`src/rtl/seven_segment_capture.sv`:
```
// rtl/seven_segment_capture.sv - recovers two 4-digit decimal numbers from a multiplexed 7-segment bus
module seven_segment_capture #(
  parameter int NUM_WIDTH     = 13,
  parameter int STABLE_CYCLES = 16
) (
  input  logic                 Clk,
  input  logic                 Rst_n,
  input  logic [7:0]           en_in,
  input  logic [6:0]           seg_in,
  output logic [NUM_WIDTH-1:0] NumberA_out,
  output logic [NUM_WIDTH-1:0] NumberB_out,
  output logic                 ValidA,
  output logic                 ValidB,
  output logic                 OverA,
  output logic                 OverB,
  output logic                 Error
);

  localparam int CNT_W = (STABLE_CYCLES > 2) ? $clog2(STABLE_CYCLES) : 1;
  localparam logic [CNT_W-1:0] CNT_MAX = CNT_W'(STABLE_CYCLES - 1);
  localparam longint LIMIT = (longint'(1) << NUM_WIDTH) - 1;

  logic [14:0]      s_q;
  logic [14:0]      prev_q;
  logic [CNT_W-1:0] cnt_q;
  logic [7:0][3:0]  digit_q;
  logic [7:0]       seen_q;
  logic [7:0]       seen_next;
  logic [7:0]       en_low;
  logic             multi;
  logic             one_hot;
  logic             accept;
  logic [2:0]       slot_idx;
  logic [13:0]      value_a;
  logic [13:0]      value_b;
  logic             ok_a;
  logic             ok_b;

  function automatic logic [3:0] decode(input logic [6:0] seg);
    case (seg)
      7'b0000001: decode = 4'd0;
      7'b1001111: decode = 4'd1;
      7'b0010010: decode = 4'd2;
      7'b0000110: decode = 4'd3;
      7'b1001100: decode = 4'd4;
      7'b0100100: decode = 4'd5;
      7'b0100000: decode = 4'd6;
      7'b0001111: decode = 4'd7;
      7'b0000000: decode = 4'd8;
      7'b0000100: decode = 4'd9;
      default:    decode = 4'hF;
    endcase
  endfunction

  function automatic logic [13:0] frame_value(input logic [3:0] d3, input logic [3:0] d2,
                                              input logic [3:0] d1, input logic [3:0] d0);
    frame_value = 14'(d3) * 14'd1000 + 14'(d2) * 14'd100 + 14'(d1) * 14'd10 + 14'(d0);
  endfunction

  // Register the raw bus and count how long the registered sample has been unchanged
  always_ff @(posedge Clk or negedge Rst_n) begin
    if (!Rst_n) begin
      s_q    <= {8'hFF, 7'h7F};
      prev_q <= {8'hFF, 7'h7F};
      cnt_q  <= '0;
    end else begin
      s_q    <= {en_in, seg_in};
      prev_q <= s_q;
      if (s_q != prev_q)
        cnt_q <= '0;
      else if (cnt_q != CNT_MAX)
        cnt_q <= cnt_q + 1'b1;
    end
  end

  // Accept fires once, on the step that brings the counter to its saturation value
  always_comb begin
    en_low  = ~s_q[14:7];
    multi   = (en_low & (en_low - 8'd1)) != 8'd0;
    one_hot = (en_low != 8'd0) && !multi;
    accept  = (s_q == prev_q) && (cnt_q == CNT_MAX - CNT_W'(1));
    slot_idx = 3'd0;
    for (int i = 0; i < 8; i++)
      if (en_low[i]) slot_idx = 3'(i);
  end

  // A completed half is cleared before a new accept is merged in
  always_comb begin
    seen_next = seen_q;
    if (&seen_q[3:0]) seen_next[3:0] = 4'h0;
    if (&seen_q[7:4]) seen_next[7:4] = 4'h0;
    if (accept && one_hot) seen_next[slot_idx] = 1'b1;
  end

  // Frame values and range checks for both halves
  always_comb begin
    value_a = frame_value(digit_q[3], digit_q[2], digit_q[1], digit_q[0]);
    value_b = frame_value(digit_q[7], digit_q[6], digit_q[5], digit_q[4]);
    ok_a = (digit_q[0] <= 4'd9) && (digit_q[1] <= 4'd9) && (digit_q[2] <= 4'd9) &&
           (digit_q[3] <= 4'd9) && (longint'(value_a) <= LIMIT);
    ok_b = (digit_q[4] <= 4'd9) && (digit_q[5] <= 4'd9) && (digit_q[6] <= 4'd9) &&
           (digit_q[7] <= 4'd9) && (longint'(value_b) <= LIMIT);
  end

  // Digit capture, frame completion and output strobes
  always_ff @(posedge Clk or negedge Rst_n) begin
    if (!Rst_n) begin
      digit_q     <= {8{4'hF}};
      seen_q      <= 8'h00;
      NumberA_out <= '0;
      NumberB_out <= '0;
      ValidA      <= 1'b0;
      ValidB      <= 1'b0;
      OverA       <= 1'b0;
      OverB       <= 1'b0;
      Error       <= 1'b0;
    end else begin
      seen_q <= seen_next;
      ValidA <= 1'b0;
      ValidB <= 1'b0;
      Error  <= accept && multi;
      if (accept && one_hot)
        digit_q[slot_idx] <= decode(s_q[6:0]);
      if (&seen_q[3:0]) begin
        if (ok_a) begin
          NumberA_out <= NUM_WIDTH'(value_a);
          ValidA      <= 1'b1;
          OverA       <= 1'b0;
        end else begin
          OverA <= 1'b1;
        end
      end
      if (&seen_q[7:4]) begin
        if (ok_b) begin
          NumberB_out <= NUM_WIDTH'(value_b);
          ValidB      <= 1'b1;
          OverB       <= 1'b0;
        end else begin
          OverB <= 1'b1;
        end
      end
    end
  end

endmodule
```
`config.mk`:
```
export PLATFORM = sky130hd
export DESIGN_NAME = seven_segment_capture
export DESIGN_NICKNAME = d
export VERILOG_FILES = /design/src/rtl/seven_segment_capture.sv
export SDC_FILE = /design/constraint.sdc
export NUM_CORES = 1
export LEC_CHECK = 0
export BUFFER_PORTS_ARGS = -buffer_cell sky130_fd_sc_hd__buf_2
export CAP_MARGIN = 10
export CORE_UTILIZATION = 50
export CTS_BUF_LIST = sky130_fd_sc_hd__clkbuf_4 sky130_fd_sc_hd__clkbuf_8
export DETAILED_ROUTE_END_ITERATION = 16
export GPL_TIMING_DRIVEN = 0
export PLACE_DENSITY = 0.67
export SETUP_SLACK_MARGIN = 0.4
export SKIP_CTS_REPAIR_TIMING = 1
export SYNTH_ARGS = -nofsm -noshare
export SYNTH_HDL_FRONTEND = slang
export SYNTH_SLANG_ARGS = --single-unit
```
`constraint.sdc`:
```
create_clock -name Clk -period 6.75 [get_ports Clk]
set_clock_uncertainty 0.1 [all_clocks]
set_input_delay 0.675 -clock Clk [delete_from_list [all_inputs] [get_ports Clk]]
set_output_delay 0.675 -clock Clk [all_outputs]
set_load 0.02 [all_outputs]
```
### Word level (Yosys, flattened, before mapping)

Cells that the tools add are included.

* register bits: 105
* input bits: 17
* logic and storage cells: 108

* add/sub/neg operators: 8
* $mul: 6
* $lt $le $gt $ge: 12
* equality and inequality tests: 13
* multiplexer cells: 25
* bitwise gates (word level): 3
* reduce and logical (&&, ||, !) cells: 22

Operators by type and width (number)
* $pmux 4 s10: 1
* $bwmux 32: 1
* $le 4x4->1 const B: 8
* $add 14x11->14: 2
* $add 14x4->14: 2
* $add 14x8->14: 2
* $le 14x13->1 const B: 2
* $mux 4: 6
* $mul 4x7->11 const B: 2
* $mul 4x5->9 const B: 2
* $mux 3: 6
* $reduce_bool 8->1: 2
* $eq 15x15->1: 1
* $ne 15x15->1: 1
* $eq 7x3->1 const B: 2
* $eq 7x6->1 const B: 2
* $eq 7x7->1 const B: 2
* $mul 4x3->7 const B: 2
* $logic_and 1x1->1: 13
* $demux 4 s3: 1
* $reduce_and 5->1: 2
* $and 8x8->8: 1
* $mux 1: 8
* $mux 8: 1
* other kinds (16): 17

### Depth between registers and ports, before layout

* depth after elaboration: 14
* gate-level depth with buffers: 20
* depth with buffers taken out: 19

### Worst setup path before layout

Ideal clock, no wire load.

* path type: flip-flop to flip-flop
* from: register digit_q[14] (netlist bit)
* to: register NumberA_out[10]
* library setup time: 0.125 ns
* arrival: 4.763 ns
* path slack: 1.762 ns
* cell stages (with the launch flop): 19
* path buffers: 1
* period minus slack after synthesis: 4.988 ns
* path through: dfstp_2 -> fa_1 -> inv_1 -> fa_1 -> inv_1 -> ha_1 -> a21o_1 -> a21oi_1 -> xor2_1 -> ha_1 -> ha_1 -> ha_1 -> a21oi_2 -> a21oi_1 -> nor2_1 -> a311oi_1 -> mux2i_1 -> buf_2 -> mux2_2

* word-level cells in the longest chain between the ends: 7
* elaborated cells between the ends (all ways): 9
* those cells by class: add/sub (3); mul (1); order compare (2); reduce/logical (3)

RTL lines
* start, declared: line 26 `logic [7:0][3:0] digit_q;`
* start signal, assigned: line 108 `digit_q <= {8{4'hF}};`
* start signal, assigned by index: line 123 `digit_q[slot_idx] <= decode(s_q[6:0]);`
* $mul 4x7->11: line 57 `frame_value = 14'(d3) * 14'd1000 + 14'(d2) * 14'd100 + 14'(d1) * 14'd10 + 14'(d0);`
* $add 14x11->14: line 57
* $add 14x8->14: line 57
* $add 14x4->14: line 57
* $le 14x13->1: line 100 `(digit_q[3] <= 4'd9) && (longint'(value_a) <= LIMIT);`
* $logic_and 1x1->1: line 100
* $reduce_and 5->1 (no line)
* end signal, assigned: line 126 `NumberA_out <= NUM_WIDTH'(value_a);`
* end, declared: line 10 `output logic [NUM_WIDTH-1:0] NumberA_out,`

Several ways; a longest one is shown, not always the timed one.
A chain may end at the register's enable or synchronous reset.

### Final worst setup path

* from: register digit_q[30] (netlist bit)
* to: register NumberB_out[5]

* word-level cells in the longest chain between the ends: 7
* elaborated cells between the ends (all ways): 9
* those cells by class: add/sub (3); mul (1); order compare (2); reduce/logical (3)

RTL lines
* $mul 4x7->11: line 57
* $add 14x11->14: line 57
* $add 14x8->14: line 57
* $add 14x4->14: line 57
* $le 14x13->1: line 102 `(digit_q[7] <= 4'd9) && (longint'(value_b) <= LIMIT);`
* $logic_and 1x1->1: line 102
* $reduce_and 5->1 (no line)
* end signal, assigned: line 135 `NumberB_out <= NUM_WIDTH'(value_b);`
* end, declared: line 11 `output logic [NUM_WIDTH-1:0] NumberB_out,`

Several ways; a longest one is shown, not always the timed one.

==> results.md <==
- The later pin in the worst-skew pair is clocked with a latency of 0.39 ns.
- The number of enable flip-flop cells after synthesis is 0.
- For the pin with the worst max-slew slack, the measured transition is 0.823 ns.
- The largest family of logic cells by synthesized area is adder cells.
- The worst setup path is of the reg2reg kind.
- The count of final hold-check violations was 0.
- Across every metal layer, demand over resource in global routing totals 18.5%.
- Internal power comes to 0.000903 W.
- The share of layout cells above drive strength 1 is 26.7%.
- Entering global routing, the biggest net connects 68 pins.
- After floorplanning, the core was divided into 45 placement rows.
- The first detailed-routing pass took 4 iterations.
- The final layout net count is 898.
- The number of levels in the clock H-tree is 3.
- The final setup violation count is 0.
- The number of global-route vias before repair is 5,085.
- The accumulated negative setup slack is 0 ns.
- The most common flop cell mapped by yosys is sky130_fd_sc_hd__dfstp_2.
- In this run the vertical extent of the chip is 127 um.
- The number of buffers created by CTS is 9.
- The total inserted antenna cells is 0.
- The finished layout cell area is 0.00849 mm^2.
- STA puts the critical path data required time at 6.93 ns.
- In the layout the commonest cells are 114 x sky130_fd_sc_hd__ha_1, 81 x sky130_fd_sc_hd__inv_1, 62 x sky130_fd_sc_hd__dfstp_2, 50 x sky130_fd_sc_hd__buf_2.
- The post-placement cell area is 0.00825 mm^2.
- Total power for the finished layout comes to 0.00117 W.
- Yosys printed 0 warnings.
- The gate count of the mapped netlist is 674.
- The count of pins on the block boundary is 48.
- Per report_power, the combinational group accounts for 4.2% of the total.
- The fraction of power consumed by sequential logic is 56.1%.
- The relative slew slack is 45.1%.
- The violation count after the first detailed-route iteration is 202.
- The number of nets with antenna violations after detailed routing is 0.
- The initial utilization of the core area, before any placement, comes to 51.2%.
- The xor/xnor share of the synthesized area is 5.76%.
- The initial antenna violation count is 0.
- The total wire length is 13.5 mm.
- After Yosys synthesis, and, or, nand and nor cells account for 9.27% of the synthesized area.
- The clock network accounts for 39.6% of the total power.
- TritonCTS built the clock tree.
- Setup repair after global routing left no endpoint under its margin.
- The final critical path takes up 84.3% of the cycle.
- VDD sags by at most 135 uV.
- The first global-routing pass estimated 23.8 mm of wire.
- The maximum fanout count along the critical path is 10.
- The routed design could run at a clock period as short as 5.69 ns.
- The adder and majority cell fraction of the synthesized area is 27.3%.
- Relative to the synthesized area, the layout overhead comes to 9.57%.
- The area of the die is 0.0160 mm^2.
- After clock tree synthesis, the clock-pin slew on the worst setup and hold paths is 0.10 ns.
- Detailed placement finished with a half-perimeter wire length of 10.6 mm.
- For this run, design rule violations remaining after detail routing come to 0.
- The total count of max-transition violations in the final report came to 0.
- The path class of the tightest hold or removal check is in2async.
- The TritonCTS sink count is 105.
- In this run the tool buffered the top-level ports with 47 buffer cells.
- Summing the areas of all compound-gate instances in the mapped netlist gives 9.38% of the synthesized area.
- The number of different library cells in the post-synthesis netlist is 62.
- After synthesis, the share of cell area in mux cells is 8.81%.
- After detailed placement, the design holds a cell count of 910.
- The count of placed standard cells in the final layout, fillers left out is 926.
- The detail-routed net length per standard cell is 14.6 um.
- The total overflow left after global routing is 0.
- Clock tree synthesis selected as its root buffer the cell sky130_fd_sc_hd__clkbuf_8.
- The final weighted congestion in routability-driven placement is 0.794.
- The worst setup path is captured at a flop.
- In the routed layout, each cell is associated on average with a via count of 5.37.
- The async set or reset register ratio after synthesis is 100%.
- The net count of the mapped netlist is 839.
- The number of register bits inferred by synthesis is 105.
- The run finished with clean final reports.
- The net switching power is 0.000267 W.
- The number of vias in the routed layout is 4,969.
- The area of the core is 0.0151 mm^2.
- Counting along the longest clock path gives a buffer depth of 2.
- Net switching is 22.8% of the power.
- The worst path arrival time is 5.87 ns.
- The post-synth design cell area is 0.00775 mm^2.
- The kind of launch point of the worst setup path is a flop.
- The sequential share of the synthesized area is 34.9%.
- The synthesized area per cell is 11.5 um^2.
- For this run, the top clock speed supported by timing is 0.176 GHz.
- The overall die width is 127 um.
- The count of max-cap constraint violations is 0.
- For this design the ratio of total power to cell area is 138 mW/mm^2.
- For this design the static power due to leakage is 4.53 nW.
- Leaving out fill and tap cells, the most frequent cell in the layout is sky130_fd_sc_hd__ha_1.
==> worst max-delay path, cell delays in order (launching register included) <==
cell and delay, ns:
sky130_fd_sc_hd__dfstp_2 0.65, sky130_fd_sc_hd__fa_1 0.50, sky130_fd_sc_hd__inv_1 0.14, sky130_fd_sc_hd__fa_1 0.44, sky130_fd_sc_hd__inv_1 0.07, sky130_fd_sc_hd__ha_1 0.26, sky130_fd_sc_hd__nor2b_1 0.15, sky130_fd_sc_hd__o21ai_0 0.16
sky130_fd_sc_hd__nand2b_1 0.12, sky130_fd_sc_hd__xnor2_1 0.14, sky130_fd_sc_hd__ha_1 0.30, sky130_fd_sc_hd__ha_1 0.29, sky130_fd_sc_hd__ha_1 0.34, sky130_fd_sc_hd__a21oi_1 0.24, sky130_fd_sc_hd__o211ai_1 0.17, sky130_fd_sc_hd__a41oi_1 0.35
sky130_fd_sc_hd__nor3_1 0.08, sky130_fd_sc_hd__and3b_1 0.28, sky130_fd_sc_hd__buf_2 0.20, sky130_fd_sc_hd__buf_2 0.25, sky130_fd_sc_hd__mux2_2 0.36
==> layer usage <==
layer | track usage [%] | wire, um | vias to the layer above
met4 | 7.94 | 325 | 0
met2 | 31.0 | 6600 | 66
met3 | 2.07 | 267 | 20
li1 | - | - | 2444
met5 | 0 | 0 | -
met1 | 24.3 | 6330 | 2439
==> power by group through the flow <==
stage                     clock network, W   logic, W  registers, W
final                             0.000463  0.0000496      0.000656
after global routing              0.000501  0.0000555      0.000658
after CTS                         0.000477  0.0000510      0.000656
after detailed placement                 0  0.0000507      0.000667
after global placement                   0  0.0000465      0.000666
after floorplan                          0  0.0000260      0.000665
==> logic make-up after synthesis <==
family / after synthesis
AND/OR/NAND/NOR: 109
adder cells (fa/ha/maj): 149
multiplexers: 61
XOR/XNOR: 51
AO/OA/AOI/OAI: 110
buffers and inverters: 89
flip-flops: 105
==> per-stage QoR <==
step / hold WS [ns] / utilization [%] / setup WS (ns)
after floorplan: 0.252 / - / 1.76
after global placement: 0.255 / 54.3 / 1.21
after detailed placement: 0.254 / 54.5 / 1.07
after CTS: 0.158 / 56.1 / 1.04
after global routing: 0.185 / 56.1 / 0.718
final: 0.145 / 56.1 / 1.06
==> cells in the mapped netlist, types with 8 or more instances <==
cell	number	area share, %
sky130_fd_sc_hd__ha_1	114	18
sky130_fd_sc_hd__inv_1	81	3.9
sky130_fd_sc_hd__dfstp_2	62	21
sky130_fd_sc_hd__dfrtp_1	43	14
sky130_fd_sc_hd__mux2_2	43	6.2
sky130_fd_sc_hd__xnor2_1	36	4.1
sky130_fd_sc_hd__a21oi_1	34	2.2
sky130_fd_sc_hd__fa_1	34	8.8
sky130_fd_sc_hd__nor2_1	26	1.3
sky130_fd_sc_hd__nand2_1	23	1.1
sky130_fd_sc_hd__o21ai_0	22	1.4
sky130_fd_sc_hd__a21o_1	15	1.5
sky130_fd_sc_hd__mux2_1	15	2.2
sky130_fd_sc_hd__xor2_1	15	1.7
sky130_fd_sc_hd__nor2b_1	9	0.73
sky130_fd_sc_hd__nor4_4	8	2.2
==> worst paths after layout <==
check | start | endpoint | slack [ns] | cells past startpoint
min reg2reg | s_q[5] | prev_q[5] | 0.27 | 0
max in group asynchronous | Rst_n | digit_q[5] | 5.65 | 2
min | Rst_n | NumberB_out[11] | 0.14 | 1
max | digit_q[30] | NumberB_out[5] | 1.06 | 20
max reg2reg | digit_q[30] | NumberB_out[5] | 1.06 | 20
min in group Clk | s_q[5] | prev_q[5] | 0.27 | 0
==> state kept, by name, indices dropped and copies added, names as in the netlist <==
name and cells:
cnt_q 4, ValidB 1, NumberB_out 13, NumberA_out 13
s_q 15, ValidA 1, OverB 1, seen_q 8
digit_q 32, Error 1, prev_q 15, OverA 1
==> final cells by class <==
type | instances | area (um^2)
repair buffers | 48 | 265
flip-flops and latches | 105 | 2710
fillers | 1249 | 6650
clock buffers | 12 | 159
plain buffers | 8 | 50.0
inverters | 81 | 304
well taps | 188 | 235
clock inverters | 4 | 82.6
multi-input cells | 480 | 4690
(Power assumes the default switching activity.)
